### src/rtl/logic_serial_ctrl.sv
// Bit-serial controller feeding an external 1-bit logic slice.
// Streams operands LSB first and collects the slice output into result.
module logic_serial_ctrl #(
  parameter int WIDTH = 8
) (
  input  logic             clk,
  input  logic             rst_n,
  input  logic             start,
  input  logic [2:0]       op,
  input  logic [WIDTH-1:0] a_in,
  input  logic [WIDTH-1:0] b_in,
  output logic             slice_a,
  output logic             slice_b,
  output logic             slice_cin,
  output logic             slice_opsel0,
  output logic             slice_opsel1,
  output logic             slice_opsel2,
  input  logic             slice_out,
  output logic             busy,
  output logic             done,
  output logic             err,
  output logic [WIDTH-1:0] result,
  output logic             zero
);

  localparam int CW = (WIDTH > 1) ? $clog2(WIDTH) : 1;

  typedef enum logic [1:0] {
    IDLE = 2'd0,
    RUN  = 2'd1,
    DONE = 2'd2
  } state_t;

  state_t r_state;
  state_t w_state_nxt;

  logic [WIDTH-1:0] r_a;
  logic [WIDTH-1:0] r_b;
  logic [2:0]       r_op;
  logic [CW-1:0]    r_cnt;
  logic             r_prev;
  logic [WIDTH-1:0] r_result;
  logic             r_err;
  logic             r_zero;

  logic             w_run;
  logic             w_accept;
  logic             w_legal;
  logic             w_last;
  logic [WIDTH-1:0] w_res_nxt;

  assign w_run     = (r_state == RUN);
  assign w_accept  = (r_state == IDLE) && start;
  assign w_legal   = ~op[2] | (op[1:0] == 2'b00);
  assign w_last    = w_run && (r_cnt == CW'(WIDTH - 1));
  assign w_res_nxt = {slice_out, r_result[WIDTH-1:1]};

  always_ff @(posedge clk or negedge rst_n) begin
    if (!rst_n) begin
      r_state <= IDLE;
    end else begin
      r_state <= w_state_nxt;
    end
  end

  always_comb begin
    w_state_nxt = r_state;
    unique case (r_state)
      IDLE: begin
        if (start) begin
          w_state_nxt = w_legal ? RUN : DONE;
        end
      end
      RUN: begin
        if (w_last) begin
          w_state_nxt = DONE;
        end
      end
      DONE:    w_state_nxt = IDLE;
      default: w_state_nxt = IDLE;
    endcase
  end

  always_ff @(posedge clk or negedge rst_n) begin
    if (!rst_n) begin
      r_a      <= '0;
      r_b      <= '0;
      r_op     <= '0;
      r_cnt    <= '0;
      r_prev   <= 1'b0;
      r_result <= '0;
      r_err    <= 1'b0;
      r_zero   <= 1'b0;
    end else if (w_accept) begin
      r_err  <= ~w_legal;
      r_zero <= ~w_legal;
      if (w_legal) begin
        r_a    <= a_in;
        r_b    <= b_in;
        r_op   <= op;
        r_cnt  <= '0;
        r_prev <= 1'b0;
      end else begin
        r_result <= '0;
      end
    end else if (w_run) begin
      // prev holds A[k-1] so the slice can implement shift-left via cin
      r_a      <= r_a >> 1;
      r_b      <= r_b >> 1;
      r_prev   <= r_a[0];
      r_result <= w_res_nxt;
      if (w_last) begin
        r_zero <= (w_res_nxt == '0);
      end else begin
        r_cnt <= r_cnt + 1'b1;
      end
    end
  end

  assign busy         = w_run;
  assign done         = (r_state == DONE);
  assign err          = r_err;
  assign zero         = r_zero;
  assign result       = r_result;
  assign slice_a      = w_run & r_a[0];
  assign slice_b      = w_run & r_b[0];
  assign slice_cin    = w_run & r_prev;
  assign slice_opsel0 = w_run & r_op[0];
  assign slice_opsel1 = w_run & r_op[1];
  assign slice_opsel2 = w_run & r_op[2];

endmodule
### config.mk
export PLATFORM = sky130hd
export DESIGN_NAME = logic_serial_ctrl
export DESIGN_NICKNAME = d
export VERILOG_FILES = /design/src/rtl/logic_serial_ctrl.sv
export SDC_FILE = /design/constraint.sdc
export NUM_CORES = 1
export LEC_CHECK = 0
export ABC_AREA = 1
export CAP_MARGIN = 20
export CELL_PAD_IN_SITES_DETAIL_PLACEMENT = 0
export CELL_PAD_IN_SITES_GLOBAL_PLACEMENT = 1
export CORE_MARGIN = 4
export CORE_UTILIZATION = 38
export CTS_CLUSTER_SIZE = 40
export DETAILED_ROUTE_END_ITERATION = 12
export GPL_TIMING_DRIVEN = 0
export PLACE_DENSITY = 0.92
export SLEW_MARGIN = 20
export SYNTH_ARGS = -nofsm -noshare
export SYNTH_HDL_FRONTEND = slang
export SYNTH_SLANG_ARGS = --single-unit
### constraint.sdc
create_clock -name clk -period 3.9 [get_ports clk]
set_input_delay 0.975 -clock clk [delete_from_list [all_inputs] [get_ports clk]]
set_output_delay 0.975 -clock clk [all_outputs]
set_load 0.05 [all_outputs]
==> run metrics, run 1 <==
NetSw=0.874 mW; setup TNS=0 ps; Post-Syn Area=0.00178 sq mm; Setup crit start kind=register; Mapped Nets=254; via count=1576; die width=76.4 um; # diodes=0; worst-path maximum fanout=10; Max-cap violations=0; min Tclk post-route=3050 ps; Post-synth EDFFs=0; kind of critical path=reg -> out; Mapped Cells=229; starting density of the core=40.0%; placed inst area=0.00226 sq mm; Vias/cell=4.79; post-DP HPWL=2880 um; Post-Syn Area per Cell=7.76 sq um; power per cell area=797 mW/mm^2; fillcell total=461; Top Ports=41; die height=76.4 um; average wire per standard cell=12.1 um; CTS tree=done; period utilization=78.1%; CTS Buf Count=5; global-route usage over all layers=13.8%; dpl ws=1140 ps; Reg2Reg Launch Point=r_state[1]; Area growth syn-to-layout=31.5%; CP peak stage delay=790 ps; Pint=0.988 mW; Comb pwr share=54.7%; top post-synthesis cells by area=dfrtp_1 (49%), nand2_1 (20%), nand3_1 (12%), nor2_1 (3.0%), buf_4 (2.1%); Overflow after GRT=0; number of global-route vias before repair=1467; share of the synthesized area in the top cell type=49.3%; final WL=3970 um; slowest CP cell=clkdlybuf4s50_1; Max Clock Skew=4.86 ps; launch point of the worst path=r_state[1]; placed cells=321; Commonest cells post-synth=nand2_1 (95), nand3_1 (44), dfrtp_1 (35); layout cells sized above 1=11.9%; final instance area=0.00234 sq mm; IO buf count=39; fraction of the yosys area taken by sequential cells=49.3%; RSZ-0062 raised after global routing=false; Max transition margin=66.8%; Tightest Pin Transition=496 ps; worst hold path class=reg -> reg; Yosys warnings=0; initial antenna violation count=0; final worst slack=855 ps; Reg power frac=32.1%; clock-pin slew on the worst setup and hold paths=70 ps; DRC=0; Yosys cell types=17; Max clock buf depth=2; drt pass-1 iters=4; clock root cell=clkbuf_8; Layout Nets=301; core area=0.00444 sq mm; Rows=24; setup violators final=0; Routed Antenna Nets=0; most numerous cell in the Yosys netlist=nand2_1; cts repair resizes=0; CTS Sinks=35; power consumption=1.86 mW; hold path start=err; routability congestion estimate from global placement=0.743; Static Leak=1.24 nW; maximum VDD drop=0.472 mV; first-pass GRT wire length=6620 um; H-tree levels=2; Async S/R FF share, synth=100%; Iteration-0 DRC Markers=101; Slew Limit Fails=0; CTS hold repair buffers=0; Hold WS=497 ps; switch share=46.9%; Clk Latency, worst-skew pair=280 ps; flops & latches, synth=35; area leader, netlist=dfrtp_1; die area=0.00584 sq mm; CP Data Arrival Time=2070 ps; Final Hold Viols=0; largest net degree at the start of global routing=20; Post-CTS Setup Inserts=0; post-route insts no fill=329; outcome=finished, final reports clean; Clock power frac=13.3%; Req. time, crit path=2920 ps; Critical Path End Type=output pin; post-route core utilization=52.6%; Main synth FF type=dfrtp_1; fmax=328 MHz; CP cell instances=nor2_4 > buf_2 > nand2_1 > inv_1 > clkdlybuf4s50_1
## final cells by class
type,instances,area [sq um],share of cell area (%)
clock inverter,1,5.00,0.214
buffer,12,85.1,3.64
clock buffer,7,76.3,3.27
multi-input combinational,168,764,32.7
timing repair buffer,40,413,17.7
tap,52,65.1,2.78
inverter,14,52.6,2.25
sequential,35,876,37.5
## final timing paths
check	slack [ps]	end	cells past startpoint
max in group asynchronous	2840	r_b[3]	2
setup / recovery	850	slice_a	5
hold reg to reg	500	err	2
min in group asynchronous	630	result[4]	1
setup reg to reg	2570	r_a[6]	7
hold / removal	500	err	2
## layer usage
layer / track usage [%] / vias to the layer above / part of all wire [%]
li1: - / 808 / -
met1: 18.0 / 734 / 47
met2: 22.1 / 30 / 47
met3: 3.78 / 4 / 4.4
met4: 4.35 / 0 / 1.1
met5: 0 / - / 0
## power by group through the flow
stage,Clock (mW),Sequential (mW),Combinational (mW)
floorplan,0,0.720,0.608
global placement,0,0.601,1.02
detailed placement,0,0.603,1.03
CTS,0.256,0.598,1.04
global route,0.271,0.619,1.11
finish,0.247,0.597,1.02
## cell families (layout without fill, tap and decap cells)
family | count (synthesis) | count (layout) | share of synthesized area [%]
AOI/OAI and AO/OA | 4 | 4 | 1.34
adders and majority gates | 2 | 2 | 1.41
and+or+nand+nor | 162 | 162 | 40.3
buffers and inverters | 26 | 74 | 7.74
DFF | 35 | 35 | 49.3
## registers in the layout, summed over array words and instances, names as in the netlist
register and count:
r_a 8, r_op 3, r_prev 1, result 8, zero 1, r_b 8, r_state 2, err 1
r_cnt 3
## layout by cell type, fill, tap and decap left out, drive strengths merged
cell / count
or2: 1
ha: 2
nand2: 99
buf: 14
inv: 14
o21ai: 3
nand3: 44
clkdlybuf4s50: 38
dfrtp: 35
clkbuf: 7
clkinv: 1
a21oi: 1
nor2: 18
## critical path: cells and delay by family (launching register included)
family | cells | cell delay, ps
buffers and inverters | 3 | 1080
DFF | 1 | 450
and+or+nand+nor | 2 | 260
Note: power is estimated with default switching activity, not from simulation.
==> inputs of run 2 (changes only) <==
CORE_UTILIZATION = 32   (was 38)
PLACE_DENSITY = 0.84   (was 0.92)
clock period = 2.7 ns   (was 3.9 ns; I/O delays follow)
==> run 2 against run 1 <==
Net effect: sequential share of layout area is 0.84 points lower; die area up 17%; critical path depth increased by 1; setup slack worse by 690 ps; clock skew about the same.
==> run metrics, run 2 (same netlist as run 1, synthesis figures left out) <==
Iteration-0 DRC Markers=120 (was 101); Reg area=876 sq um (unchanged); drt pass-1 iters=4 (unchanged); Rows=26 (was 24); Setup crit start kind=register (unchanged); die width=82.5 um (was 76.4 um); worst hold path class=in -> async (was reg -> reg); die area=0.00681 sq mm (was 0.00584 sq mm); multi-input logic area=764 sq um (unchanged); starting density of the core=33.9% (was 40.0%); CP peak stage delay=530 ps (was 790 ps); Max-cap violations=0 (unchanged); Tightest Pin Transition=507 ps (was 496 ps); final instance area=0.00239 sq mm (was 0.00234 sq mm); Overflow after GRT=0 (unchanged); power consumption=2.83 mW (was 1.86 mW); DRC=0 (unchanged); maximum VDD drop=0.678 mV (was 0.472 mV); period utilization=94.0%; worst-path maximum fanout=10 (unchanged); Vias/cell=4.64 (was 4.79); Static Leak=1.29 nW (was 1.24 nW); CTS hold repair buffers=0 (unchanged); post-DP HPWL=3110 um (was 2880 um); layout cells sized above 1=12.6% (was 11.9%); commonest non-fill, non-tap cell in the layout=nand2_1 (unchanged); placed inst area=0.00228 sq mm (was 0.00226 sq mm); Final Hold Viols=0 (unchanged); die height=82.5 um (was 76.4 um); RSZ-0062 raised after global routing=false (unchanged); CTS Sinks=35 (unchanged); slowest CP cell=dlygate4sd2_1 (was clkdlybuf4s50_1); fmax=394 MHz; Area growth syn-to-layout=34.5% (was 31.5%); global-route usage over all layers=14.6% (was 13.8%); via count=1611 (was 1576); routability congestion estimate from global placement=0.765 (was 0.743); CTS tree=done (unchanged); kind of critical path=reg -> out (unchanged); CP Data Arrival Time=1860 ps (was 2070 ps); setup violators final=0 (unchanged); power per cell area=1180 mW/mm^2 (was 797 mW/mm^2); first-pass GRT wire length=7610 um (was 6620 um); Max clock buf depth=2 (unchanged); fillcell total=551 (was 461); initial antenna violation count=0 (unchanged); H-tree levels=2 (unchanged); Post-CTS Setup Inserts=0 (unchanged); number of global-route vias before repair=1593 (was 1467); Max Clock Skew=5.01 ps (was 4.86 ps); Critical Path End Type=output pin (unchanged); average wire per standard cell=12.7 um (was 12.1 um); Top Ports=41 (unchanged); Max transition margin=66.1% (was 66.8%); setup TNS=0 ps (unchanged); post-route core utilization=45.7% (was 52.6%); Req. time, crit path=2030 ps (was 2920 ps); most frequent cells in the layout=nand2_1 (95), nand3_1 (44), dfrtp_1 (35), clkdlybuf4s50_1 (31), nor2_1 (14) (was nand2_1 (95), nand3_1 (44), clkdlybuf4s50_1 (38), dfrtp_1 (35), nor2_1 (14)); final WL=4420 um (was 3970 um); Layout Nets=301 (unchanged); # diodes=0 (unchanged); outcome=finished, final reports clean (unchanged); clock-pin slew on the worst setup and hold paths=70 ps (about the same); min Tclk post-route=2540 ps; Routed Antenna Nets=0 (unchanged); CTS Buf Count=5 (unchanged); CP cell instances=inv_2 > nor2_4 > buf_2 > nand2_1 > inv_1 > dlygate4sd2_1 (was nor2_4 > buf_2 > nand2_1 > inv_1 > clkdlybuf4s50_1); clock root cell=clkbuf_8 (unchanged); IO buf count=39 (unchanged); Slew Limit Fails=0 (unchanged); largest net degree at the start of global routing=20 (unchanged); Clk Latency, worst-skew pair=290 ps (was 280 ps); core area=0.00524 sq mm (was 0.00444 sq mm)
==> run 2: changes by cell type in the layout (fill, tap and decap cells not counted), sizes merged <==
| cell | before | now |
|---|---|---|
| clkdlybuf4s50 | 38 | 31 |
| dlygate4sd2 | 0 | 6 |
| bufinv | 0 | 1 |
| clkbuf | 7 | 6 |
| dlymetal6s2s | 0 | 1 |
==> run 2: final timing paths <==
path	startpoint	to	slack, ps	cells after the start
max	r_state[0]	slice_a	160	6
min	rst_n	r_b[6]	320	1
max reg2reg	r_state[1]	r_a[0]	1360	7
min reg2reg	r_prev	r_prev	500	2
max in group asynchronous	rst_n	r_op[2]	1940	2
min in group clk	r_prev	r_prev	500	2
==> run 2: worst max-delay path: cells and delay by family (launching register included) <==
kind / cells / cell delay [ps]
buffers and inverters: 4 / 930
flip-flops: 1 / 430
AND/OR/NAND/NOR: 2 / 220
==> run 2: repair_timing <==
item | 4_1_cts | 5_1_grt
endpoints found under the setup margin | 6 | 1
gates resized for setup | 6 | 1
cloned | 0 | 0
==> run 2: area by class of cell <==
type	instances	area share (%)
Clock buffer	6	3.45
Multi-Input combinational cell	168	32.0
Inverter	14	2.20
Sequential cell	35	36.6
Buffer	12	3.56
Timing Repair Buffer	40	17.1
Tap cell	70	3.66
Clock inverter	2	1.47
==> run 2: report_power, final <==
group	total, mW	leakage [nW]	switching (mW)	internal (mW)
Combinational	1.47	0.781	0.977	0.489
Sequential	0.868	0.451	0.136	0.732
Clock	0.494	0.0612	0.195	0.299
==> run 2: stage by stage <==
stage          hold slack [ps]  std cells  worst slack (ps)
3_3_place_gp               485        338               116
2_1_floorplan              379        229               567
4_1_cts                    331        347              8.15
5_1_grt                    342        347              43.3
6_report                   319        347               162
3_5_place_dp               487        339               220
==> run 2: routing by layer <==
metal	routed length [um]	vias up	share of wire, %	global-route usage [%]
li1	-	806	-	-
met1	2100	745	47	20.8
met2	2020	54	46	21.4
met3	267	6	6.0	4.23
met4	28	0	0.63	4.41
met5	0	-	0	0
